**src/rtl/io_dma_master_if.sv**
```systemverilog
// Data-memory/IO bus driven by the DMA initiator: byte address, write data,
// write enable, and the already-muxed read data returned by DRAM/IO.
interface io_dma_master_if;
  logic [31:0] mem_addr;
  logic [31:0] mem_wdata;
  logic        mem_we;
  logic [31:0] mem_rdata;

  modport master (output mem_addr, output mem_wdata, output mem_we, input mem_rdata);
  modport slave  (input mem_addr, input mem_wdata, input mem_we, output mem_rdata);
endinterface

```
**src/rtl/io_dma_master.sv**
```systemverilog
// Word-block copy engine between DRAM (0x00-0x7F) and IO (0x80-0xFF) space.
// Optional running checksum of written words when IO_DMA_CHECKSUM_EN is defined.
module io_dma_master #(
  parameter int RD_LAT    = 1,
  parameter int MAX_CNT_W = 6
) (
  input  logic                 clock,
  input  logic                 resetn,
  input  logic                 start,
  input  logic                 abort,
  input  logic [31:0]          src_addr,
  input  logic [31:0]          dst_addr,
  input  logic [MAX_CNT_W-1:0] count,
  output logic                 busy,
  output logic                 done,
  io_dma_master_if.master      bus
`ifdef IO_DMA_CHECKSUM_EN
  ,
  output logic [31:0]          csum
`endif
);

  typedef enum logic [1:0] {
    IDLE = 2'd0,
    RD   = 2'd1,
    WR   = 2'd2,
    DONE = 2'd3
  } state_t;

  localparam int WAIT_W = (RD_LAT < 1) ? 1 : $clog2(RD_LAT + 1);
  localparam logic [WAIT_W-1:0]    WAIT_LAST = WAIT_W'(RD_LAT);
  localparam logic [MAX_CNT_W-1:0] CNT_ZERO  = {MAX_CNT_W{1'b0}};
  localparam logic [MAX_CNT_W-1:0] CNT_ONE   = MAX_CNT_W'(1);

  state_t                state_r;
  logic                  busy_r;
  logic                  done_r;
  logic                  mem_we_r;
  logic [31:0]           mem_addr_r;
  logic [31:0]           data_reg_r;
  logic [31:0]           src_ptr_r;
  logic [31:0]           dst_ptr_r;
  logic [MAX_CNT_W-1:0]  remain_r;
  logic [WAIT_W-1:0]     wait_r;
`ifdef IO_DMA_CHECKSUM_EN
  logic [31:0]           csum_r;
`endif

  // Transfer sequencer; every bus output is set here for the state being entered.
  always_ff @(posedge clock) begin
    if (!resetn) begin
      state_r    <= IDLE;
      busy_r     <= 1'b0;
      done_r     <= 1'b0;
      mem_we_r   <= 1'b0;
      mem_addr_r <= 32'h0000_0000;
      data_reg_r <= 32'h0000_0000;
      src_ptr_r  <= 32'h0000_0000;
      dst_ptr_r  <= 32'h0000_0000;
      remain_r   <= CNT_ZERO;
      wait_r     <= {WAIT_W{1'b0}};
`ifdef IO_DMA_CHECKSUM_EN
      csum_r     <= 32'h0000_0000;
`endif
    end else begin
      case (state_r)
        IDLE: begin
          mem_we_r <= 1'b0;
          done_r   <= 1'b0;
          wait_r   <= {WAIT_W{1'b0}};
          if (start) begin
            src_ptr_r <= src_addr & 32'hFFFF_FFFC;
            dst_ptr_r <= dst_addr & 32'hFFFF_FFFC;
            remain_r  <= count;
            busy_r    <= 1'b1;
`ifdef IO_DMA_CHECKSUM_EN
            csum_r    <= 32'h0000_0000;
`endif
            if (count == CNT_ZERO) begin
              state_r <= DONE;
              done_r  <= 1'b1;
            end else begin
              state_r    <= RD;
              mem_addr_r <= src_addr & 32'hFFFF_FFFC;
            end
          end else begin
            busy_r <= 1'b0;
          end
        end
        RD: begin
          if (abort) begin
            state_r <= IDLE;
            busy_r  <= 1'b0;
            wait_r  <= {WAIT_W{1'b0}};
          end else if (wait_r == WAIT_LAST) begin
            // Read data is valid on the last wait cycle; it becomes the write data.
            data_reg_r <= bus.mem_rdata;
            mem_addr_r <= dst_ptr_r;
            mem_we_r   <= 1'b1;
            wait_r     <= {WAIT_W{1'b0}};
            state_r    <= WR;
          end else begin
            wait_r <= wait_r + WAIT_W'(1);
          end
        end
        WR: begin
          mem_we_r  <= 1'b0;
          src_ptr_r <= src_ptr_r + 32'd4;
          dst_ptr_r <= dst_ptr_r + 32'd4;
          remain_r  <= remain_r - CNT_ONE;
`ifdef IO_DMA_CHECKSUM_EN
          csum_r    <= csum_r + data_reg_r;
`endif
          if (abort) begin
            state_r <= IDLE;
            busy_r  <= 1'b0;
          end else if (remain_r == CNT_ONE) begin
            state_r <= DONE;
            done_r  <= 1'b1;
          end else begin
            state_r    <= RD;
            mem_addr_r <= src_ptr_r + 32'd4;
          end
        end
        DONE: begin
          state_r  <= IDLE;
          done_r   <= 1'b0;
          busy_r   <= 1'b0;
          mem_we_r <= 1'b0;
        end
        default: begin
          state_r  <= IDLE;
          busy_r   <= 1'b0;
          done_r   <= 1'b0;
          mem_we_r <= 1'b0;
        end
      endcase
    end
  end

  assign busy          = busy_r;
  assign done          = done_r;
  assign bus.mem_addr  = mem_addr_r;
  assign bus.mem_wdata = data_reg_r;
  assign bus.mem_we    = mem_we_r;
`ifdef IO_DMA_CHECKSUM_EN
  assign csum          = csum_r;
`endif

endmodule

```
**src/flat_wrapper.sv**
```systemverilog
// flat-port wrapper written by rule: the top's interface ports become plain ports
module io_dma_master_flat 
#(
  parameter int RD_LAT    = 1,
  parameter int MAX_CNT_W = 6
)
  (clock, resetn, start, abort, src_addr, dst_addr, count, busy, done, bus_mem_addr, bus_mem_wdata, bus_mem_we, bus_mem_rdata);
  io_dma_master_if bus_i ();
  input  logic clock;
  input  logic resetn;
  input  logic start;
  input  logic abort;
  input  logic [31:0] src_addr;
  input  logic [31:0] dst_addr;
  input  logic [MAX_CNT_W-1:0] count;
  output logic busy;
  output logic done;
  output wire logic [$bits(bus_i.mem_addr)-1:0] bus_mem_addr;
  output wire logic [$bits(bus_i.mem_wdata)-1:0] bus_mem_wdata;
  output wire logic [$bits(bus_i.mem_we)-1:0] bus_mem_we;
  input wire logic [$bits(bus_i.mem_rdata)-1:0] bus_mem_rdata;
  assign bus_mem_addr = bus_i.mem_addr;
  assign bus_mem_wdata = bus_i.mem_wdata;
  assign bus_mem_we = bus_i.mem_we;
  assign bus_i.mem_rdata = bus_mem_rdata;
  io_dma_master #(.RD_LAT(RD_LAT), .MAX_CNT_W(MAX_CNT_W)) u_core (.clock(clock), .resetn(resetn), .start(start), .abort(abort), .src_addr(src_addr), .dst_addr(dst_addr), .count(count), .busy(busy), .done(done), .bus(bus_i));
endmodule
```
**config.mk**
```make
export PLATFORM = sky130hd
export DESIGN_NAME = io_dma_master_flat
export DESIGN_NICKNAME = d
export VERILOG_FILES = /design/src/rtl/io_dma_master_if.sv /design/src/rtl/io_dma_master.sv /design/src/flat_wrapper.sv
export SDC_FILE = /design/constraint.sdc
export NUM_CORES = 1
export LEC_CHECK = 0
export CAP_MARGIN = 40
export CELL_PAD_IN_SITES_DETAIL_PLACEMENT = 1
export CELL_PAD_IN_SITES_GLOBAL_PLACEMENT = 1
export CORE_MARGIN = 1
export CORE_UTILIZATION = 33
export CTS_CLUSTER_DIAMETER = 100
export DETAILED_ROUTE_END_ITERATION = 10
export GPL_TIMING_DRIVEN = 0
export PLACE_DENSITY_LB_ADDON = 0.1
export SKIP_CTS_REPAIR_TIMING = 1
export SYNTH_ARGS = -nofsm -noshare
export SYNTH_HDL_FRONTEND = slang
export SYNTH_SLANG_ARGS = --single-unit
```
**constraint.sdc**
```tcl
create_clock -name clock -period 2.77 [get_ports clock]
set_clock_uncertainty 0.2 [all_clocks]
set_input_delay 0.554 -clock clock [delete_from_list [all_inputs] [get_ports clock]]
set_output_delay 0.554 -clock clock [all_outputs]
set_load 0.01 [all_outputs]
```
Yosys cells after proc, flatten, opt, wreduce, memory -nomap -nowiden
Cells that the tools add are included.
{"block": "totals", "reg_bits": 140, "inputBits": 106, "output_inout_bits": 67, "elab_cells": 76}
{"block": "op_classes", "addsub": 4, "n_eq_ne": 13, "muxes": 34, "n_bitwise": 1, "n_reduce_logical": 14}
{"op": "$mux 32", "n": 8}
{"op": "$pmux 32 s2", "n": 2}
{"op": "$pmux 32 s3", "n": 1}
{"op": "$add 32x3->32 const B", "n": 2}
{"op": "$mux 2", "n": 6}
{"op": "$pmux 6 s2", "n": 1}
{"op": "$mux 1", "n": 10}
{"op": "$ne 2x2->1 const B", "n": 5}
{"op": "$pmux 2 s4", "n": 1}
{"op": "$reduce_and 7->1", "n": 1}
{"op": "$eq 6x1->1 const B", "n": 1}
{"op": "$logic_not 6->1", "n": 1}
{"op": "$mux 6", "n": 1}
{"op": "$ne 2x1->1 const B", "n": 3}
{"op": "$pmux 1 s3", "n": 2}
{"op": "$reduce_and 2->1", "n": 3}
{"op": "$reduce_and 3->1", "n": 2}
{"op": "$reduce_bool 3->1", "n": 2}
{"op": "$sub 6x1->6 const B", "n": 1}
{"op": "$eq 2x2->1 const B", "n": 2}
{"op": "$pmux 1 s2", "n": 2}
{"op": "$reduce_bool 2->1", "n": 2}
{"op": "$ne 3x2->1 const B", "n": 1}
{"op": "$reduce_or 3->1", "n": 1}
{"op": "5 further kinds", "n": 5}

Logic depth before layout (Yosys ltp)
Gate-level depths: netlist of run 1.
{"block": "depth", "depth_word": 4, "depth_mapped": 10, "depth_no_buf": 7}

Worst setup path before layout of run 1
OpenSTA, ideal clock, no wires.
{"block": "synth_path", "path_kind": "register -> register", "startpoint": "register u_core.state_r[1]", "endpoint": "register u_core.dst_ptr_r[30]", "setup_time_ns": 0.132, "t_arrival_ns": 2.250, "path_slack_ns": 0.188, "stages_incl_launch_ff": 9, "path_buffers": 1, "synth_period_minus_slack_ns": 2.582, "path_cell_list": "dfxtp_1 > inv_1 > ha_1 > clkbuf_1 > mux2i_1 > nor2_1 > a221o_1 > nor4_1 > nor3_1"}
{"block": "synth_between", "elab_chain_len": 3, "elab_cells_between_ends": 6, "classes_between": "eq/ne: 2; mux: 1; reduce/logical: 3"}
{"element": "start, declared", "line_no": "io_dma_master.sv:35", "text": "state_t state_r;"}
{"element": "start signal, assigned", "line_no": "io_dma_master.sv:52", "text": "state_r <= IDLE;"}
{"element": "start signal, assigned", "line_no": "io_dma_master.sv:80", "text": "state_r <= DONE;"}
{"element": "start signal, assigned", "line_no": "io_dma_master.sv:83", "text": "state_r <= RD;"}
{"element": "$eq 2x2->1 / $logic_not 2->1 (equally long branches)", "line_no": "io_dma_master.sv:66", "text": "case (state_r)"}
{"element": "$reduce_bool 2->1 (no line) / $ne 2x2->1 (equally long branches)"}
{"element": "$reduce_and 2->1 (no line)"}
{"element": "end signal, assigned", "line_no": "io_dma_master.sv:73", "text": "dst_ptr_r <= dst_addr & 32'hFFFF_FFFC;"}
{"element": "end signal, assigned", "line_no": "io_dma_master.sv:109", "text": "dst_ptr_r <= dst_ptr_r + 32'd4;"}
{"element": "end, declared", "line_no": "io_dma_master.sv:42", "text": "logic [31:0] dst_ptr_r;"}
Several ways; a longest one is shown, not always the timed one.
A chain may end at the register's enable or synchronous reset.

Worst setup path after layout of run 1
{"block": "layout_path", "startpoint": "input port count[1]", "endpoint": "register u_core.mem_addr_r[5] (netlist: u_core.bus.mem_addr[5])"}
{"block": "layout_between", "elab_chain_len": 3}
{"element": "start, declared", "line_no": "flat_wrapper.sv:15", "text": "input logic [MAX_CNT_W-1:0] count;"}
{"element": "$logic_not 6->1", "line_no": "io_dma_master.sv:79", "text": "if (count == CNT_ZERO) begin"}
{"element": "$ne 2x2->1 (no line)"}
{"element": "$reduce_and 7->1 (no line)"}
{"element": "end signal, assigned", "line_no": "io_dma_master.sv:84", "text": "mem_addr_r <= src_addr & 32'hFFFF_FFFC;"}
{"element": "end signal, assigned", "line_no": "io_dma_master.sv:98", "text": "mem_addr_r <= dst_ptr_r;"}
{"element": "end signal, assigned", "line_no": "io_dma_master.sv:122", "text": "mem_addr_r <= src_ptr_r + 32'd4;"}
{"element": "end, declared", "line_no": "io_dma_master.sv:39", "text": "logic [31:0] mem_addr_r;"}
No other way between the ends.

==> results of run 1 <==
## cells in the mapped netlist, types with 5 or more instances
master and count:
nor3_1 32, a21boi_0 6, a22oi_1 11, a221o_1 5, o21ai_0 76, o31ai_1 7
nor4_1 21, and3_1 18, a21oi_1 108, nand4_1 18, or2_2 5, o21a_1 9
clkbuf_1 74, mux2i_1 12, and4_1 8, o31a_1 5, nor2b_1 22, a31oi_1 14
a311oi_1 6, nand2b_1 5, o311ai_0 5, or3_1 12, o211ai_1 23, buf_2 7
buf_1 9, nand2_1 157, inv_1 15, a211oi_1 10, ha_1 10, a221oi_1 9
nor2_1 52, or4_1 7, o221a_2 5, dfxtp_1 135, nand3_1 45, xnor2_1 5
## area by class of cell
class | instances | area [um^2] | area share [%]
multi-input cells | 802 | 4833 | 44.37
flip-flops and latches | 135 | 2703 | 24.81
repair buffers | 184 | 1824 | 16.75
plain buffers | 93 | 471.7 | 4.330
clock buffers | 17 | 425.4 | 3.905
well taps | 319 | 399.1 | 3.664
clock inverters | 15 | 167.7 | 1.539
inverters | 18 | 70.07 | 0.6432
## power by group through the flow
stage               Combinational [mW]  Sequential [mW]  Clock (mW)
floorplan                         1.97             2.76           0
CTS                               3.88             2.73        2.41
global route                      4.42             2.79        2.47
detailed placement                3.86             2.77           0
global placement                  3.73             2.76           0
finish                            4.19             2.74        2.39
## metal layers
metal  up-vias  GRT usage, %  routed length (um)
met2       461         51.17               17520
li1       4303             -                   -
met3        82         5.982                3233
met5         -             0                   0
met4         0         12.79                1211
met1      4644         40.46               16270
## through the flow
| stage | setup TNS, ns | worst slack [ns] |
|---|---|---|
| 6_report | -0.01118 | -0.01118 |
| 5_1_grt | -0.006726 | -0.005921 |
| 4_1_cts | -61.06 | -0.9425 |
| 3_5_place_dp | -63.31 | -0.9156 |
| 3_3_place_gp | -77.30 | -1.147 |
| 2_1_floorplan | 0 | 0.1879 |
## kinds of logic (layout without fill, tap and decap cells)
logic type	Yosys count	count (layout)	synth area share [%]
AOI/OAI and AO/OA	349	349	28.98
xor gates and xnor gates	9	9	1.001
adders and majority gates	10	10	1.589
buffers and inverters	113	327	5.752
DFF	135	135	34.32
muxes	14	14	1.812
and+or+nand+nor	420	420	26.54
## worst min-delay path: stages, from the launching register on
cell     delay [ns]
dfxtp_1        0.31
nand2_1        0.05
a21oi_1        0.05
## registers in the layout, indices dropped and copies added, names as in the netlist
register and flops:
u_core.busy 1, u_core.bus.mem_addr 31, u_core.src_ptr_r 30, u_core.remain_r 6, u_core.state_r 2, u_core.wait_r 1
u_core.done 1, u_core.dst_ptr_r 30, u_core.bus.mem_we 1, u_core.bus.mem_wdata 32
## cell usage in the layout, fill, tap and decap left out, types with 23 or more instances in the layout
| master | count |
|---|---|
| clkdlybuf4s50_1 | 166 |
| nand2_1 | 157 |
| dfxtp_1 | 135 |
| a21oi_1 | 107 |
| o21ai_0 | 76 |
| nor2_1 | 50 |
| nand3_1 | 45 |
| clkbuf_1 | 40 |
| nor3_1 | 32 |
| o211ai_1 | 23 |
## worst max path at each step
stage and to:
6_report u_core.bus.mem_addr[5]$_SDFFE_PN0P_, 5_1_grt u_core.bus.mem_addr[3]$_SDFFE_PN0P_, 4_1_cts u_core.src_ptr_r[25]$_SDFFE_PN0P_, 3_5_place_dp u_core.bus.mem_addr[27]$_SDFFE_PN0P_, 3_3_place_gp u_core.src_ptr_r[7]$_SDFFE_PN0P_, 2_1_floorplan u_core.dst_ptr_r[30]$_SDFFE_PN0P_
==> impl_metrics.yaml, run 1 <==
cts:
  cts_buffers: 17
  root_buffer: "clkbuf_16"
  cts_sinks: 135
  cts_max_level: 4
  cts.path.max_buffers: 2
  cts_tree: "yes"
  clk_pin_slew_ns: 0.07
  clk_latency_ns: 0.44
global_routing:
  overflow: 0
  grt.total_usage_pct: 31.36
  grt_pass1_wl_um: 56610
  grt_pass1_vias: 9192
  antenna_found_initial: 0
  grt_max_degree: 17
die:
  std_cell_rows: 56
  core-area_um2: 23400
  die_x_um: 156.5
  die_height_um: 156.5
  initial_utilization_pct: 33.65
  num_io_pins: 173
  dieArea_um2: 24480
layout:
  area_delta_synth_final_pct: 38.36
  finalNetCount: 1367
  fin_cells: 1583
  stdcell_area_um2: 10890
  diodes: 0
  fill_cells: 2908
  drive_above_1_share_pct: 11.16
  fin_util_pct: 46.55
power_and_ir_drop:
  seqPwrFrac_pct: 29.4
  p_comb_share_pct: 45.0
  power_mw: 9.328
  swShare_pct: 42.56
  powerDensity_nw_per_um2: 856.2
  peakVddDrop_v: 0.0005184
  p_int_mw: 5.358
  p_leak_nw: 3.688
  power.switching_mw: 3.970
  clkPwrFrac_pct: 25.6
drt:
  postRouteAntennaNets: 0
  drt_drc_violations_left: 0
  dr.first_iter.drc_count: 900
  wl_um: 38230
  wl_per_cell_um: 24.15
  vias_per_cell: 5.995
  num_vias: 9490
  dr.pass1.iters: 5
setup_path:
  r2r-start: "u_core.state_r[0]$_SDFFE_PN0P_"
  critPathTopFamily: "buffers and inverters"
  crit_fanout: 6
  critPathBufInv: 4
  max_stage_delay_ns: 0.57
  rr_endpoint: "u_core.bus.mem_addr[27]$_SDFFE_PN0P_"
  cp.depth: 9
  r2r_setup_slack_ns: 0.04
  startpoint: "count[1]"
  critPathMostFrequentCell: "buf_6"
  end_kind: "register"
  critPathLaunchType: "primary input"
  worstSetupPathType: "in -> reg"
  arrival_ns: 2.88
  crit_required_ns: 2.87
  r2r_cells: 8
  cp_slowest_cell: "or4_4"
  path_cells: "clkdlybuf4s50_1, or4_4, o31ai_4, a211oi_2, buf_6, buf_4, buf_6, o211ai_1, a21oi_1"
sta:
  setup_violations: 1
  drv_slew: 0
  slew_headroom_pct: 38.04
  whs_ns: 0.2531
  fin_crit_ns: 2.781
  fin_crit_sh_pct: 100.4
  worst_slack_ns: -0.01118
  fmax_ghz: 0.3596
  worst_pin_slew_ns: 0.9294
  finalHoldViolCount: 0
logic_synthesis:
  synth-edff-count: 0
  synth_top_area_share_pct: 34.32
  syn_avg_cell_area_um2: 7.499
  synth_cell_types: 77
  yosysSeqAreaShare_pct: 34.32
  syn-num-nets: 1166
  async_flop_share_pct: 0
  netlist.top_cell.by_area: "dfxtp_1"
  synthTopCellsByArea: "dfxtp_1 34%, nand2_1 7.5%, a21oi_1 6.9%, o21ai_0 4.8%, clkbuf_1 3.5%"
  ys.flop_type: "dfxtp_1"
  yosys_warnings: 0
  syn_area_um2: 7874
  yosys_register_bits: 135
  syn_inst: 1050
run_status:
  outcome: "finished with violations"
  violations: "negative setup slack"
hold_path:
  whs_endpoint: "u_core.bus.mem_wdata[19]$_SDFFE_PN0P_"
  holdPathStages: 2
  hold_class: "reg -> reg"
  hold_start: "u_core.bus.mem_wdata[19]$_SDFFE_PN0P_"
placed_design:
  port_buffers: 167
  place_area_um2: 10030
  dp_hpwl_um: 28010
  place_congestion: 0.9456
  dp.cells: 1543
job:
  drv_cap: 0
Power figures use the tool's default switching activity.
==> run 2, diff against run 1 <==
--- a/config.mk
+++ b/config.mk
@@ -14,6 +14,7 @@
 export DETAILED_ROUTE_END_ITERATION = 10
 export GPL_TIMING_DRIVEN = 0
 export PLACE_DENSITY_LB_ADDON = 0.1
+export SETUP_SLACK_MARGIN = 0.3
 export SKIP_CTS_REPAIR_TIMING = 1
 export SYNTH_ARGS = -nofsm -noshare
 export SYNTH_HDL_FRONTEND = slang
==> run 2 against run 1 <==
Against the previous run:
- the flow now finishes without violations
- non-clock buffer count up 21
- via count up 2.3%
- register-to-register slack better by 0.30 ns
- critical path depth down 2
- total power up 3.6%
- die area unchanged
- sequential power about the same
- first-iteration DRC count down 2.2%
- utilization up 1.8 points
- clock power about the same
- critical endpoint is now u_core.bus.mem_addr[16]$_SDFFE_PN0P_
==> impl_metrics.yaml, run 2 (synthesis results as in run 1) <==
run_status:
  outcome: "finished clean"
die:
  num_io_pins: 173
  die_height_um: 156.5
  std_cell_rows: 56
  core-area_um2: 23400
  initial_utilization_pct: 33.65
  die_x_um: 156.5
  dieArea_um2: 24480
setup_path:
  worstSetupPathType: "in -> reg"
  crit_required_ns: 2.85
  end_kind: "register"
  arrival_ns: 2.52
  r2r_cells: 9
  r2r_setup_slack_ns: 0.34
  crit_fanout: 5
  critPathLaunchType: "primary input"
  rr_endpoint: "u_core.remain_r[5]$_SDFFE_PN0P_"
  r2r-start: "u_core.state_r[0]$_SDFFE_PN0P_"
placed_design:
  port_buffers: 167
  place_congestion: 0.9654
  dp_hpwl_um: 27840
  place_ws_ns: -1.147
global_routing:
  grt_max_degree: 17
  grt.total_usage_pct: 31.66
  globalRouteMet3Util_pct: 5.732
  busiest_layer: "met2"
  grt_pass1_vias: 9267
  use_met2_pct: 50.66
  grt_pass1_wl_um: 57390
  grtUsageMet1_pct: 42.31
  antenna_found_initial: 0
  overflow: 0
sta:
  finalHoldViolCount: 0
  slew_headroom_pct: 40.31
  fin_crit_ns: 2.442
  fin_crit_sh_pct: 88.17
  rsz0062_at_grt: "false"
  setup_violations: 0
  worst_pin_slew_ns: 0.8953
  worst_slack_ns: 0.3276
  fmax_ghz: 0.4094
  drv_slew: 0
hold_path:
  whs_endpoint: "u_core.bus.mem_addr[17]$_SDFFE_PN0P_"
  hold_start: "u_core.bus.mem_addr[17]$_SDFFE_PN0P_"
  hold_class: "reg -> reg"
  holdPathStages: 2
layout:
  diodes: 0
  drive_above_1_share_pct: 15.88
  final_common_cell: "clkdlybuf4s50_1"
  finalNetCount: 1388
  final_cell_mix: "162 x clkdlybuf4s50_1, 157 x nand2_1, 125 x dfxtp_1"
  area_delta_synth_final_pct: 43.75
  largest_register_ffs: 32
drt:
  vias_per_cell: 6.053
  wl_per_cell_um: 24.60
  num_vias: 9709
  drt_drc_violations_left: 0
  dr.first_iter.drc_count: 880
  wl_um: 39460
  dr.pass1.iters: 6
  postRouteAntennaNets: 0
cts:
  root_buffer: "clkbuf_16"
  cts_buffers: 17
  cts_sinks: 135
  cts_tree: "yes"
  cts_max_level: 4
  cts.path.max_buffers: 2
  clk_latency_ns: 0.44
  clk_pin_slew_ns: 0.07
power_and_ir_drop:
  peakVddDrop_v: 0.0004109
  power_mw: 9.661
  p_leak_nw: 3.933
  powerDensity_nw_per_um2: 853.6
job:
  drv_cap: 0
run 2: cell types whose count changed in the layout (fill, tap and decap cells not counted), sizes merged:
cell / previous run / this run
buf: 35 / 62
clkbuf: 92 / 86
inv: 21 / 27
clkdlybuf4s50: 166 / 162
clkinv: 8 / 4
dlymetal6s2s: 1 / 5
bufinv: 2 / 1
clkinvlp: 2 / 1
run 2: where the power goes:
group | switching (mW) | internal, mW | total, mW | leakage (nW)
clock | 1.09 | 1.28 | 2.37 | 0.286
combinational | 2.67 | 1.86 | 4.53 | 2.54
sequential | 0.397 | 2.37 | 2.76 | 1.11
run 2: metrics by stage:
stage / instances / setup TNS (ns) / cell area, um^2 / util [%] / hold slack [ns]
floorplan: 1050 / 0 / 7886 / - / 0.2577
global placement: 1536 / -70.24 / 9957 / 42.55 / 0.2413
detailed placement: 1541 / -68.71 / 10020 / 42.83 / 0.2432
CTS: 1573 / -65.44 / 10600 / 45.31 / 0.2522
global route: 1604 / 0 / 11320 / 48.36 / 0.2724
finish: 1604 / 0 / 11320 / 48.36 / 0.2511
run 2: cell type report:
cell class | instances | area [um^2]
Buffer | 94 | 553.0
Clock buffer | 17 | 425.4
Clock inverter | 15 | 155.1
Fill cell | 2913 | 12080
Inverter | 18 | 70.07
Multi-Input combinational cell | 802 | 5007
Sequential cell | 135 | 2720
Tap cell | 319 | 399.1
Timing Repair Buffer | 204 | 1988
run 2: worst max path at each step:
stage | start | end | slack (ns) | cells past startpoint
3_3_place_gp | u_core.state_r[0]$_SDFFE_PN0P_ | u_core.bus.mem_addr[27]$_SDFFE_PN0P_ | -1.22 | 8
4_1_cts | u_core.state_r[0]$_SDFFE_PN0P_ | u_core.bus.mem_addr[27]$_SDFFE_PN0P_ | -1.17 | 8
5_1_grt | u_core.src_ptr_r[2]$_SDFFE_PN0P_ | u_core.bus.mem_addr[26]$_SDFFE_PN0P_ | 0.26 | 8
6_report | start | u_core.bus.mem_addr[16]$_SDFFE_PN0P_ | 0.33 | 7
2_1_floorplan | u_core.state_r[1]$_SDFFE_PN0P_ | u_core.src_ptr_r[7]$_SDFFE_PN0P_ | 0.32 | 8
3_5_place_dp | u_core.state_r[0]$_SDFFE_PN0P_ | u_core.bus.mem_addr[27]$_SDFFE_PN0P_ | -1.15 | 8
run 2: worst max-delay path, stage by stage:
cell	delay [ns]
clkdlybuf4s50_1	0.69
o31ai_4	0.19
buf_4	0.18
a2111oi_4	0.40
buf_4	0.23
a21boi_2	0.20
a221oi_2	0.08
run 2: routing by layer:
layer  part of all wire (%)  up-vias
met5                      0        -
met4                    4.0        0
met3                    9.3       86
met2                     45      538
met1                     42     4750
li1                       -     4335
==> RTL change: new RTL, settings of run 2 <==
Register the output `done` once more; this adds one clock of latency there. The other outputs are not delayed to match.
--- a/src/rtl/io_dma_master.sv
+++ b/src/rtl/io_dma_master.sv
@@ -139,7 +139,9 @@
   end
 
   assign busy          = busy_r;
-  assign done          = done_r;
+  always_ff @(posedge clock) begin
+    done <= done_r;
+  end
   assign bus.mem_addr  = mem_addr_r;
   assign bus.mem_wdata = data_reg_r;
   assign bus.mem_we    = mem_we_r;
Formal check against the unedited RTL: not equivalent (a bounded check fails within 4 cycles, from zero or initial values and one cycle with resetn low).
==> RTL change against run 2 <==
Area after synthesis decreased by 1.6%; final cell count decreased by 1.9%; die area decreased by 1.6%; combinational power decreased by 6.2%; sequential cell count increased by 1; critical path depth decreased by 3; worst setup slack got worse by 0.026 ns; wire length decreased by 2.3%; sequential power increased by 3%; via count decreased by 2.0%; design area decreased by 3.1%; total power decreased by 1.8%.
==> RTL change: results (changes against run 2) <==
status: "finished, final reports clean"  # unchanged
routed_via_density: 6.05  # about the same
drt_wl_total_mm: 38.5  # was 39.5 mm
layout-drive-gt1-share_pct: 13.3  # was 15.9%
yosys-top-cells-count: "156 x nand2_1, 136 x dfxtp_1, 120 x a21oi_1"  # was 157 x nand2_1, 135 x dfxtp_1, 108 x a21oi_1
yosys.cell_types.count: 72  # was 77
r2r_end: "u_core.bus.mem_addr[22]$_SDFFE_PN0P_"  # was u_core.remain_r[5]$_SDFFE_PN0P_
max_slew.worst_pin.slew_ns: 0.928  # was 0.895 ns
dpl.hpwl_mm: 27.5  # was 27.8 mm
cp_max_fo: 10  # was 5
ys_seq_area_share_pct: 35.2  # was 34.3%
placed_area_um2: 9890  # was 10000 um2
num-fill-cells: 2831  # was 2913
critical_path.max_stage_delay_ns: 0.74  # was 0.69 ns
comb_power_share_pct: 44.8  # was 46.9%
ff2ff_path_depth: 7  # was 9
critPathLaunch: "resetn"  # was start
endpoint: "u_core.dst_ptr_r[23]$_SDFFE_PN0P_"  # was u_core.bus.mem_addr[16]$_SDFFE_PN0P_
synth.net_count: 1155  # was 1166
cp.arrival_ns: 2.65  # was 2.52 ns
fmax_mhz: 405  # was 409 MHz
ir_drop_mv: 0.416  # was 0.411 mV
synth_area_leaders: "dfxtp_1 35%, a21oi_1 7.8%, nand2_1 7.6%"  # was dfxtp_1 34%, nand2_1 7.5%, a21oi_1 6.9%
gp_congestion: 0.966  # was 0.965
grt_pass1_vias: 9078  # was 9267
drt_first_iter_violations: 822  # was 880
## RTL change: cell type report
| type | instances | area, um2 | share of cell area, % |
|---|---|---|---|
| clock buffers | 17 | 425 | 3.88 |
| clock inverters | 14 | 175 | 1.60 |
| plain buffers | 90 | 492 | 4.48 |
| flip-flops and latches | 136 | 2740 | 24.9 |
| inverters | 18 | 75.1 | 0.685 |
| well taps | 313 | 392 | 3.57 |
| repair buffers | 191 | 1890 | 17.2 |
| multi-input cells | 795 | 4790 | 43.7 |
## RTL change: worst min-delay path by stage
stage	startpoint	end	cells after the start	slack [ns]
6_report	u_core.done_r$_SDFFE_PN0P_	u_core.done$_DFF_P_	0	0.16
5_1_grt	u_core.done_r$_SDFFE_PN0P_	u_core.done$_DFF_P_	0	0.17
4_1_cts	u_core.done_r$_SDFFE_PN0P_	u_core.done$_DFF_P_	0	0.16
3_5_place_dp	u_core.done_r$_SDFFE_PN0P_	u_core.done$_DFF_P_	0	0.15
3_3_place_gp	u_core.done_r$_SDFFE_PN0P_	u_core.done$_DFF_P_	0	0.15
2_1_floorplan	u_core.done_r$_SDFFE_PN0P_	u_core.done$_DFF_P_	0	0.13
## RTL change: per-layer routing
layer	track usage, %	share of wire (%)
met4	13.1	4.1
met1	42.9	43
met3	5.52	8.2
met5	0	0
met2	48.4	44
## RTL change: logic make-up after synthesis
logic type	share of synthesized area (%)
AO/OA/AOI/OAI	29.1
XOR/XNOR	0.792
adder cells (fa/ha/maj)	1.62
AND/OR/NAND/NOR	26.6
buffers and inverters	5.38
flip-flops	35.2
multiplexers	1.36
## RTL change: worst reg2reg max path: stages, from the launching register on
cell	delay, ns
dfxtp_4	0.38
inv_1	0.10
ha_4	0.30
clkbuf_2	0.34
buf_2	0.42
nand3_1	0.13
a211oi_1	0.32
o21ai_0	0.13
